## src/rtl/matrix_seq_ctrl.sv

```systemverilog
// Command-driven matrix address sequencer: one command in, one address beat per cycle out (valid/ready).
// Optional build macro MATRIX_SEQ_BOUND_CHK_EN adds an err output and rejects commands that would wrap.
module matrix_seq_ctrl #(
    parameter int ADDR_MSB         = 11,
    parameter int MAT_IDX_SIZE_MSB = 3
) (
    input  logic                      CLK,
    input  logic                      RST_L,
    input  logic                      cmd_valid,
    output logic                      cmd_ready,
    input  logic                      cmd_write,
    input  logic                      cmd_transpose,
    input  logic [ADDR_MSB:0]         cmd_base,
    input  logic [MAT_IDX_SIZE_MSB:0] row_idx_size,
    input  logic [MAT_IDX_SIZE_MSB:0] col_idx_size,
    output logic                      a_valid,
    input  logic                      a_ready,
    output logic [ADDR_MSB:0]         a,
    output logic                      we,
    output logic                      a_last,
    output logic                      done,
    output logic                      busy,
`ifdef MATRIX_SEQ_BOUND_CHK_EN
    output logic                      err,
`endif
    output logic [1:0]                dbg_state
);

    localparam int ADDR_W = ADDR_MSB + 1;
    localparam int IDX_W  = MAT_IDX_SIZE_MSB + 1;

    // Handshake: a transfer happens on a rising edge where valid and ready are both high;
    // a producer keeps its payload stable while valid is high and ready is low.
    typedef enum logic [1:0] {
        S_IDLE = 2'd0,
        S_RUN  = 2'd1,
        S_DONE = 2'd2
    } state_t;

    state_t state, state_nx;

    logic [ADDR_W-1:0] base_q, ncols_q;
    logic [IDX_W-1:0]  rmax_q, cmax_q;
    logic              tr_q;
    logic [IDX_W-1:0]  r, c, r_nx, c_nx;

    logic              cmd_ready_nx, a_valid_nx, we_nx, a_last_nx, done_nx, busy_nx;
    logic [ADDR_W-1:0] a_nx;
    logic              accept, fire, overflow;

    assign accept    = cmd_valid & cmd_ready;
    assign fire      = a_valid & a_ready;
    assign dbg_state = state;

`ifdef MATRIX_SEQ_BOUND_CHK_EN
    localparam int BC_W  = 2 * IDX_W + 2;
    localparam int SUM_W = ADDR_W + BC_W + 1;
    logic [BC_W-1:0]  beat_count;
    logic [SUM_W-1:0] end_addr;
    logic             err_nx;

    assign beat_count = (BC_W'(row_idx_size) + BC_W'(1)) * (BC_W'(col_idx_size) + BC_W'(1));
    assign end_addr   = SUM_W'(cmd_base) + SUM_W'(beat_count) - SUM_W'(1);
    assign overflow   = end_addr > SUM_W'({ADDR_W{1'b1}});
`else
    assign overflow = 1'b0;
`endif

    always_comb begin
        state_nx     = state;
        cmd_ready_nx = cmd_ready;
        a_valid_nx   = a_valid;
        a_nx         = a;
        we_nx        = we;
        a_last_nx    = a_last;
        done_nx      = 1'b0;
        busy_nx      = busy;
        r_nx         = r;
        c_nx         = c;
`ifdef MATRIX_SEQ_BOUND_CHK_EN
        err_nx       = 1'b0;
`endif
        case (state)
            S_IDLE: begin
                if (accept) begin
                    cmd_ready_nx = 1'b0;
                    busy_nx      = 1'b1;
                    r_nx         = '0;
                    c_nx         = '0;
                    if (overflow) begin
                        state_nx = S_DONE;
                        done_nx  = 1'b1;
`ifdef MATRIX_SEQ_BOUND_CHK_EN
                        err_nx   = 1'b1;
`endif
                    end else begin
                        state_nx   = S_RUN;
                        a_valid_nx = 1'b1;
                        a_nx       = cmd_base;
                        we_nx      = cmd_write;
                        a_last_nx  = (row_idx_size == '0) && (col_idx_size == '0);
                    end
                end
            end
            S_RUN: begin
                if (fire) begin
                    if (a_last) begin
                        state_nx   = S_DONE;
                        a_valid_nx = 1'b0;
                        we_nx      = 1'b0;
                        a_last_nx  = 1'b0;
                        done_nx    = 1'b1;
                    end else begin
                        // Row-major steps are always +1 because each row ends one below the next row start.
                        if (!tr_q) begin
                            a_nx = a + ADDR_W'(1);
                            if (c == cmax_q) begin
                                c_nx = '0;
                                r_nx = r + IDX_W'(1);
                            end else begin
                                c_nx = c + IDX_W'(1);
                            end
                        end else if (r == rmax_q) begin
                            r_nx = '0;
                            c_nx = c + IDX_W'(1);
                            a_nx = base_q + ADDR_W'(c_nx);
                        end else begin
                            r_nx = r + IDX_W'(1);
                            a_nx = a + ncols_q;
                        end
                        a_last_nx = (r_nx == rmax_q) && (c_nx == cmax_q);
                    end
                end
            end
            S_DONE: begin
                state_nx     = S_IDLE;
                busy_nx      = 1'b0;
                cmd_ready_nx = 1'b1;
            end
            default: begin
                state_nx     = S_IDLE;
                cmd_ready_nx = 1'b1;
                a_valid_nx   = 1'b0;
                we_nx        = 1'b0;
                a_last_nx    = 1'b0;
                busy_nx      = 1'b0;
            end
        endcase
    end

    always_ff @(posedge CLK) begin
        if (!RST_L) begin
            state     <= S_IDLE;
            cmd_ready <= 1'b1;
            a_valid   <= 1'b0;
            a         <= '0;
            we        <= 1'b0;
            a_last    <= 1'b0;
            done      <= 1'b0;
            busy      <= 1'b0;
            r         <= '0;
            c         <= '0;
`ifdef MATRIX_SEQ_BOUND_CHK_EN
            err       <= 1'b0;
`endif
        end else begin
            state     <= state_nx;
            cmd_ready <= cmd_ready_nx;
            a_valid   <= a_valid_nx;
            a         <= a_nx;
            we        <= we_nx;
            a_last    <= a_last_nx;
            done      <= done_nx;
            busy      <= busy_nx;
            r         <= r_nx;
            c         <= c_nx;
`ifdef MATRIX_SEQ_BOUND_CHK_EN
            err       <= err_nx;
`endif
        end
    end

    // Command fields are captured once and held for the whole pass.
    always_ff @(posedge CLK) begin
        if (!RST_L) begin
            base_q  <= '0;
            ncols_q <= '0;
            rmax_q  <= '0;
            cmax_q  <= '0;
            tr_q    <= 1'b0;
        end else if (accept) begin
            base_q  <= cmd_base;
            ncols_q <= ADDR_W'(col_idx_size) + ADDR_W'(1);
            rmax_q  <= row_idx_size;
            cmax_q  <= col_idx_size;
            tr_q    <= cmd_transpose;
        end
    end

endmodule

```

## config.mk

```make
export PLATFORM = sky130hd
export DESIGN_NAME = matrix_seq_ctrl
export DESIGN_NICKNAME = d
export VERILOG_FILES = /design/src/rtl/matrix_seq_ctrl.sv
export SDC_FILE = /design/constraint.sdc
export NUM_CORES = 1
export LEC_CHECK = 0
export CORE_MARGIN = 2
export CORE_UTILIZATION = 45
export DETAILED_ROUTE_END_ITERATION = 8
export DONT_BUFFER_PORTS = 1
export MAX_ROUTING_LAYER = met4
export PLACE_DENSITY = 0.61
export SLEW_MARGIN = 15
export SYNTH_ARGS = -nofsm -noshare
export SYNTH_HDL_FRONTEND = slang
export SYNTH_SLANG_ARGS = --single-unit
```

## constraint.sdc

```tcl
create_clock -name CLK -period 2.4 [get_ports CLK]
set_input_delay 0.36 -clock CLK [delete_from_list [all_inputs] [get_ports CLK]]
set_output_delay 0.36 -clock CLK [all_outputs]
set_load 0.03 [all_outputs]
```

* Word-level counts from Yosys, hierarchy flattened
Index checks and enable logic that the tools add are counted.
Cells by class: add/sub/neg operators 6, eq/ne operators 10, mux-type cells 43, bitwise logic cells 4, reduce and logical (&&, ||, !) cells 12
Operators by type and width (count):
- $mux 4 | 17
- $mux 12 | 5
- $pmux 12 s2 | 1
- $eq 4x4->1 | 4
- $pmux 4 s2 | 2
- $add 12x1->12 const B | 1
- $add 12x12->12 | 1
- $add 12x4->12 | 1
- $mux 1 | 9
- $pmux 1 s3 | 3
- $reduce_and 3->1 | 3
- $add 4x1->4 const B | 2
- $logic_not 4->1 | 2
- $ne 2x2->1 const B | 4
- $reduce_and 4->1 | 2
- $mux 2 | 3
- $add 4x1->5 const B | 1
- $pmux 1 s2 | 2
- $pmux 2 s2 | 1
- $and 1x1->1 | 2
- $eq 2x1->1 const B | 1
- $eq 2x2->1 const B | 1
- $logic_and 1x1->1 | 2
- $logic_not 2->1 | 1
- 3 further kinds | 4
Word-level totals: register bits after elaboration 61, bits of input ports 26, output and inout bits 20

* Longest topological paths before layout
Gate-level depths: netlist (run 1).
word-level depth 11, depth in mapped cells 11, mapped depth without buffers 10

* Worst setup path after synthesis (run 1)
OpenSTA, ideal clock, no wires.
kind flip-flop to flip-flop, start point register c[0], end point register a[10], library setup time 67 ps, data arrival time 2433 ps, required time 2333 ps, path slack -100 ps, stages on the path, launching flop included 12, buffers on the path 1, period minus slack after synthesis 2500 ps, path through dfxtp_1 > ha_1 > clkbuf_1 > xor2_1 > ha_1 > a21o_1 > a21oi_1 > and3b_1 > xor2_1 > o22ai_1 > a211o_1 > a21oi_2
On the way: cells in the longest elaborated chain, start to end 7
RTL lines:
- start: declaration | line 45 | logic [IDX_W-1:0] r, c, r_nx, c_nx;
- start signal: assignment | line 176 | c <= c_nx;
- $add 4x1->4 | line 125 | c_nx = c + IDX_W'(1);
- $add 12x4->12 | line 126 | a_nx = base_q + ADDR_W'(c_nx);
- $mux 12 | line 123 | end else if (r == rmax_q) begin
- $mux 12 | line 115 | if (!tr_q) begin
- $mux 12 | line 107 | if (a_last) begin
- $mux 12 | line 106 | if (fire) begin
- $pmux 12 s2 | line 83 | case (state)
- end signal: assignment | line 170 | a <= a_nx;
- end: declaration | line 18 | output logic [ADDR_MSB:0] a,
Every way passes these cells. The select of a mux whose other input is x is not followed. A chain may end at the register's enable or synchronous reset.

* Final worst setup path (run 1)
start point register ncols_q[0], end point register a[10]
On the way: cells in the longest elaborated chain, start to end 6
RTL lines:
- start: declaration | line 42 | logic [ADDR_W-1:0] base_q, ncols_q;
- start signal: assignment | line 193 | ncols_q <= ADDR_W'(col_idx_size) + ADDR_W'(1);
- $add 12x12->12 | line 129 | a_nx = a + ncols_q;
- $mux 12 | line 123
- $mux 12 | line 115
- $mux 12 | line 107
- $mux 12 | line 106
- $pmux 12 s2 | line 83
Every way passes these cells. The select of a mux whose other input is x is not followed.

==> reports/metrics.cfg, run 1 <==
[run_status]
status=completed

[synth]
synth-seq-cells=54
netlist_area_um2=3830
syn_nets=536
avgSynthCellArea_um2=7.78
synthMuxAreaShare_pct=0.555
synth_cell_type_count=63
synth_fa_ha_area_share_pct=5.94
ys.warnings.count=0
synth_edf_count=0
synthSimpleGateAreaFrac_pct=24.0
synthXorXnorAreaFrac_pct=9.36
async_reset_ff_share_pct=0
synthFlopType=dfxtp_1
syn_inst=493
synth_top_family_by_area=compound AO/OA/AOI/OAI gates
yosysSeqAreaShare_pct=28.2
synth-compound-area-share_pct=26.7

[global_routing]
grt_pass1_wl_um=17200
grt_pass1_vias=3383
antenna_found_initial=0
grt_usage_pct=24.6
grt_max_degree=54
overflow=0

[cts]
h-tree-depth=2
clkTransAtPathRegs_ns=0.12
holdBufCountCts=0
clock_sinks=54
insertion_delay_ns=0.32
cts.root.buffer_cell=clkbuf_8
cts_buffers=5
cts_setup_buffers=0
tritoncts=built
clk_path_buf_depth=2
ctsResizeCount=0

[worst_setup_path]
critPathMaxFanout=4
cp.required_ns=2.67
cpMaxStageDelayCell=fa_1
critPathMostFrequentCell=o21ai_0
path_delay_family=compound AO/OA/AOI/OAI gates
critPathBufInv=2
crit_chain=ha_1 -> inv_1 -> fa_1 -> nor2b_2 -> o21ai_0 -> a21boi_1 -> buf_4 -> o21ai_0 -> xor2_1 -> a211o_1 -> a21oi_2
end_kind=flop
critPathKind=reg -> reg
arrival_ns=2.51
start_kind=flop
crit_path_max_incr_delay_ns=0.38

[die]
row_count=33
die_y_um=96.3
io_pins=46
core_um2=8260
start_util_pct=46.4
die_area_um2=9280
die_w_um=96.3

[cells_and_area]
diodes=0
fin_util_pct=51.8
fill_cells=823
area_delta_synth_final_pct=11.5
drive_gt1_share_pct=15.6
layout.nets=556
postLayoutCellArea_um2=4280

[sta]
rsz0062_at_grt=no
fin_skew_ns=0.0170
setup_violations=0
fin_crit_ns=2.25
maxSlewViolCount=0
fmax_ghz=0.445
fin_hold_ws_ns=0.123
final_hold_viol_count=0
post-route-period-util_pct=93.5
relSlewSlack_pct=38.0
fin_tns_setup_ns=0
worst-slew-pin-transition_ns=0.930

[routing]
drt_iter0_markers=314
routedWlPerCell_um=17.5
vias=3675
drc=0
vias_per_cell=5.95
ant_nets=0
dr.pass1.iters=5
finalWirelength_um=10800

[placement]
place.gp.congestion=1.00
port_buffers=0
dpl_cell_area_um2=4140
dp_hpwl_um=7910

[worst_hold_path]
hp-class=in -> reg

[pwr]
p_leak_nw=1.63
p_per_area_nw_per_um2=507
vdd_ir_drop_max_mv=0.219
total_power_mw=2.17

[flow_run]
cap_violations=0

worst register-to-register path, delay by kind of cell, from the launching register on:
| family | cells | cell delay (ns) |
|---|---|---|
| DFF | 1 | 0.34 |
| AOI/OAI and AO/OA | 5 | 0.81 |
| and+or+nand+nor | 1 | 0.13 |
| xor gates and xnor gates | 1 | 0.17 |
| adders and majority gates | 2 | 0.54 |
| buffers and inverters | 2 | 0.20 |
cell usage in the layout (no fill, tap or decap), types with 4 or more instances in the layout:
cell type and n:
o21ai_0 34, o211ai_1 9, nor2_1 17, nand2_1 82, dfxtp_1 52, o22ai_1 4, a21oi_2 4, nor2b_1 10
clkbuf_8 5, inv_1 11, and3_1 7, buf_4 44, a31oi_1 4, and2_1 5, nand4_1 8, ha_1 14
nand3_1 18, nor3_1 10, xor2_1 17, or3_1 5, a21oi_1 33, a21boi_0 26, xnor2_1 23
sequential cells by signal, summed over array words and instances, names as in the netlist, 2 cells and up:
signal,count
rmax_q,4
ncols_q,5
a,12
dbg_state,2
cmax_q,4
c,4
r,4
base_q,12
final cells by class:
cell class / count / area, um^2 / area share, %
clock buffer: 5 / 68.8 / 1.61
timing repair buffer: 44 / 330 / 7.72
clock inverter: 2 / 13.8 / 0.322
inverter: 11 / 41.3 / 0.965
multi-input combinational: 397 / 2610 / 61.0
tap: 105 / 131 / 3.07
sequential: 54 / 1080 / 25.3
per-layer routing:
metal	global-route usage (%)	part of all wire, %	vias up
met5	-	0	-
met4	3.87	0.49	0
met3	5.32	6.2	8
met2	36.6	44	114
met1	35.0	49	1747
li1	-	-	1806
metrics by stage:
stage,setup slack (ns),cells
detailed placement,0.0584,611
floorplan,0.0437,493
finish,0.155,618
CTS,0.0368,618
global route,0.00406,618
global placement,0.119,611
report_power, final:
group / switching (mW) / internal, mW
combinational: 0.371 / 0.241
clock: 0.326 / 0.203
sequential: 0.0726 / 0.955
cells in the mapped netlist, types with 3 or more instances:
master / number / area [um^2]
a21boi_0: 28 / 210
a21oi_1: 35 / 175
a22oi_1: 3 / 22.5
a31oi_1: 4 / 25.0
a32oi_1: 3 / 26.3
and2_1: 5 / 31.3
and3_1: 7 / 43.8
buf_2: 4 / 20.0
buf_6: 5 / 56.3
clkbuf_1: 21 / 78.8
dfxtp_1: 54 / 1080
ha_1: 15 / 188
inv_1: 11 / 41.3
nand2_1: 82 / 308
nand2b_1: 3 / 18.8
nand3_1: 18 / 90.1
nand4_1: 8 / 50.1
nor2_1: 17 / 63.8
nor2b_1: 11 / 68.8
nor3_1: 10 / 50.1
o211a_1: 3 / 30.0
o211ai_1: 9 / 67.6
o21a_1: 3 / 22.5
o21ai_0: 34 / 170
o21ai_1: 3 / 15.0
o221ai_1: 3 / 26.3
o22ai_1: 4 / 25.0
or3_1: 5 / 31.3
xnor2_1: 23 / 201
xor2_1: 18 / 158
cell families (layout without fill, tap and decap cells):
family                     Yosys count  in the layout
adders and majority gates           17             17
muxes                                2              2
buffers and inverters               42             62
xor gates and xnor gates            41             41
AOI/OAI and AO/OA                  154            154
DFF                                 54             54
and+or+nand+nor                    183            183
final timing paths:
path / to / slack (ns) / from / depth (start not counted)
worst max-delay path: a[10] / 0.15 / ncols_q[0] / 11
worst min-delay path: ncols_q[0] / 0.12 / col_idx_size[0] / 1
worst max register to register: a[10] / 0.15 / ncols_q[0] / 11
worst min register to register: base_q[0] / 0.48 / base_q[0] / 2
No activity file was read; power rests on OpenSTA's default activity.
==> run 2: changes to the inputs <==
CORE_UTILIZATION = 30   (was 45)
HOLD_SLACK_MARGIN = 0.15   (was unset)
PLACE_DENSITY = 0.44   (was 0.61)
==> run 2 against run 1 <==
  * Combinational power is 3% higher
  * Cell area up 6.4%
  * Clock skew is 0.0096 ns lower
  * Worst setup slack lost 0.025 ns
  * Highest routed layer unchanged
==> reports/metrics.cfg, run 2 (same netlist as run 1, synthesis figures left out) <==
[global_routing]
overflow=0
grt_max_degree=54
grt_usage_pct=18.4
grt_pass1_vias=3475
grt_pass1_wl_um=18900
antenna_found_initial=0

[worst_setup_path]
startpoint=c[1]
critPathMaxFanout=4
critPathCapture=a[7]
reg2reg_from=c[1]
timing.rr.end=a[7]
critPathKind=reg -> reg
end_kind=flop
ff2ff_path_depth=10
cp.required_ns=2.64
crit_path_max_incr_delay_ns=0.34
reg2reg_slack_ns=0.13
cpMaxStageDelayCell=dfxtp_2
start_kind=flop
critPathMostFrequentCell=buf_4
arrival_ns=2.51
crit_chain=ha_2 -> buf_4 -> ha_1 -> nand3_2 -> a21boi_4 -> buf_4 -> o21ai_0 -> xor2_1 -> o221a_2 -> a21oi_1

[sta]
fin_skew_ns=0.00735
rsz0062_at_grt=yes
final_hold_viol_count=0
setup_violations=0
maxSlewViolCount=0
relSlewSlack_pct=34.9
worst-slew-pin-transition_ns=0.977
fin_hold_ws_ns=0.190
fin_crit_ns=2.27
fmax_ghz=0.441
post-route-period-util_pct=94.6

[cells_and_area]
fill_cells=1349
reg_top3=a (12), base_q (12), ncols_q (5)
area_delta_synth_final_pct=18.6
layout.nets=565
diodes=0
drive_gt1_share_pct=17.2
final_cells=695
most-common-layout-cells=82 x nand2_1, 52 x buf_4, 51 x dfxtp_1
layout.cells.most_common=nand2_1

[cts]
clock_sinks=54
cts.root.buffer_cell=clkbuf_16
cts_setup_buffers=0
cts_buffers=5
h-tree-depth=2
clkTransAtPathRegs_ns=0.08
tritoncts=built
insertion_delay_ns=0.30
clk_path_buf_depth=2

[placement]
port_buffers=0
place.gp.congestion=0.876
dp_cells=686
dp_hpwl_um=8760

[routing]
vias=3673
drc=0
routedWlPerCell_um=17.4
wl_met2_um=5020
dr.pass1.iters=5
ant_nets=0
met1_length_um=6240
drt_iter0_markers=248
finalWirelength_um=12100
top_layer=met4
wl_met3_um=713
vias_per_cell=5.28

[die]
die_y_um=117
core_um2=12600
start_util_pct=30.5
row_count=41
die_area_um2=13700
die_w_um=117
io_pins=46

[pwr]
p_leak_nw=1.73
p_per_area_nw_per_um2=582
vdd_ir_drop_max_mv=0.256

[worst_hold_path]
hold_start=cmd_base[6]
hp-class=in -> reg

[flow_run]
cap_violations=0

[run_status]
status=completed

==> run 2: changes by cell type in the layout (fill, tap and decap cells not counted), moves of 2 or more <==
cell	previous run	this run
buf_4	44	52
clkbuf_8	5	1
clkbuf_16	0	5
bufinv_16	0	2
==> run 2: worst max-delay path: cells and delay by family (launching register included) <==
| kind | cells | cell delay (ns) |
|---|---|---|
| fa+ha+maj | 2 | 0.58 |
| xor+xnor | 1 | 0.16 |
| compound gates | 4 | 0.71 |
| flops | 1 | 0.34 |
| buf+inv | 2 | 0.31 |
| simple gates | 1 | 0.11 |
==> run 2: power by group <==
part           switching, mW  internal [mW]
clock network          0.364          0.628
registers             0.0703          0.955
logic                  0.384          0.245
total                  0.818           1.83
==> run 2: per-layer routing <==
metal,up-vias,GRT usage (%)
met3,10,3.45
met5,-,-
li1,1821,-
met2,108,26.2
met1,1734,27.2
met4,0,3.76
==> run 2: repair_timing <==
item,in CTS,in global routing
endpoints found under the hold margin,1,0
setup endpoints to repair,0,8
gates resized for setup,0,14
hold buffers,1,0
==> run 2: per-stage QoR <==
step                      power [mW]  setup slack (ns)  TNS (ns)  util [%]  cell area [um^2]
after floorplan                 1.47            0.0437         0         -              3840
after global placement          1.67             0.106         0      34.1              4290
after detailed placement        1.67            0.0984         0      34.1              4290
after CTS                       2.67            0.0454         0      35.8              4500
after global routing            2.77           -0.0334   -0.0352      36.2              4550
final                           2.65             0.130         0      36.2              4550
==> run 2: area by class of cell <==
type	count	area, um^2	area share (%)
clock buffer	6	139	3.05
timing repair buffer	53	400	8.80
sequential	54	1080	23.8
tap	172	215	4.73
clock inverter	2	60.1	1.32
multi-input combinational	397	2610	57.3
inverter	11	41.3	0.908
==> run 2: worst min path at each step <==
| stage | endpoint | slack (ns) | cells after the start |
|---|---|---|---|
| after CTS | we | 0.18 | 1 |
| final | base_q[6] | 0.19 | 2 |
| after detailed placement | ncols_q[0] | 0.46 | 1 |
| after global routing | a_valid | 0.19 | 1 |
| after floorplan | ncols_q[4] | 0.44 | 2 |
| after global placement | ncols_q[0] | 0.46 | 1 |
==> run 3: changes to the inputs <==
CORE_UTILIZATION = 45   (was 30)
PLACE_DENSITY = 0.61   (was 0.44)
==> run 3 against run 2 <==
  * Wire length fell by 10%
  * Global-route usage is 6.3 points higher
  * Sequential power barely moved
  * Worst setup slack better by 0.022 ns
  * Flip-flop and latch count stayed put
  * Sequential share of layout area up 1.4 points
  * Largest cell class unchanged
==> reports/metrics.cfg, run 3 (same netlist as run 1, synthesis figures left out) <==
[run_status]
status=completed

[sta]
maxSlewViolCount=0
fin_skew_ns=0.0167
fin_tns_setup_ns=0
setup_violations=0
rsz0062_at_grt=no
fin_hold_ws_ns=0.165
worst-slew-pin-transition_ns=0.913
post-route-period-util_pct=93.7
fin_crit_ns=2.25
fmax_ghz=0.445
relSlewSlack_pct=39.1
final_hold_viol_count=0

[routing]
drt_iter0_markers=307
dr.pass1.iters=5
vias=3686
drc=0
vias_per_cell=5.95
finalWirelength_um=10800
routedWlPerCell_um=17.5
ant_nets=0

[cts]
h-tree-depth=2
clock_sinks=54
cts_setup_buffers=0
clkTransAtPathRegs_ns=0.12
cts.root.buffer_cell=clkbuf_8
tritoncts=built
cts_buffers=5
insertion_delay_ns=0.32
clk_path_buf_depth=2

[cells_and_area]
most-common-layout-cells=82 x nand2_1, 52 x dfxtp_1, 44 x buf_4
drive_gt1_share_pct=15.6
diodes=0
layout.nets=557
postLayoutCellArea_um2=4290
area_delta_synth_final_pct=11.8
layout.cells.most_common=nand2_1
fill_cells=823
reg_top3=a (12), base_q (12), ncols_q (5)
final_cells=619
fin_util_pct=51.9

[worst_setup_path]
critPathKind=reg -> reg
end_kind=flop
critPathMaxFanout=4
arrival_ns=2.51
cp.required_ns=2.67
start_kind=flop

[placement]
dp_cells=611
port_buffers=0
dpl_cell_area_um2=4140
place.gp.congestion=1.00
dp_hpwl_um=7910

[global_routing]
grt_pass1_wl_um=17300
grt_pass1_vias=3391
grt_max_degree=54
overflow=0
antenna_found_initial=0
grt_usage_pct=24.7

[worst_hold_path]
hp-class=in -> reg

[die]
row_count=33
die_y_um=96.3
die_w_um=96.3
start_util_pct=46.4
core_um2=8260
io_pins=46
die_area_um2=9280

[pwr]
vdd_ir_drop_max_mv=0.219
p_per_area_nw_per_um2=507
p_leak_nw=1.63

[flow_run]
cap_violations=0

-- run 3: where the power goes --
group	internal [mW]	switching, mW	total, mW
Clock	0.203	0.328	0.532
Combinational	0.242	0.371	0.612
Sequential	0.956	0.0728	1.03
-- run 3: cell type report --
type | count | area [um^2] | area share [%]
Sequential cell | 54 | 1080 | 25.3
Clock buffer | 5 | 68.8 | 1.61
Tap cell | 105 | 131 | 3.06
Clock inverter | 2 | 13.8 | 0.321
Timing Repair Buffer | 45 | 340 | 7.94
Inverter | 11 | 41.3 | 0.963
Multi-Input combinational cell | 397 | 2610 | 60.8
-- run 3: through the flow --
| step | setup slack [ns] | total power [mW] |
|---|---|---|
| 2_1_floorplan | 0.0437 | 1.47 |
| 3_3_place_gp | 0.119 | 1.64 |
| 3_5_place_dp | 0.0584 | 1.65 |
| 4_1_cts | 0.0368 | 2.17 |
| 5_1_grt | 0.00406 | 2.28 |
| 6_report | 0.152 | 2.17 |
-- run 3: repair_timing --
item | CTS | global route
hold endpoints to repair | 1 | 0
setup endpoints to repair | 0 | 10
hold buffers | 1 | 0
gates resized for setup | 0 | 12
-- run 3: path summary, 6_finish.rpt --
check	startpoint	to	slack, ns	cells past startpoint
min reg2reg	base_q[0]	base_q[0]	0.48	2
max reg2reg	ncols_q[0]	a[10]	0.15	11
max	ncols_q[0]	a[10]	0.15	11
min	cmd_base[6]	base_q[6]	0.17	2
-- run 3: worst max-delay path, stage by stage, from the launching register on --
cell	delay [ns]
dfxtp_1	0.35
ha_1	0.16
inv_1	0.05
fa_1	0.38
nor2b_2	0.13
o21ai_0	0.12
a21boi_1	0.18
buf_4	0.15
o21ai_0	0.09
xor2_1	0.16
a211o_1	0.31
a21oi_2	0.11
-- run 3: metal layers --
layer  global-route usage [%]  wire (um)  up-vias
met2                     36.7       4740      128
met5                        -          0        -
met4                     3.87         71        0
met3                     5.56        755       13
li1                         -          -     1811
met1                     35.0       5280     1734
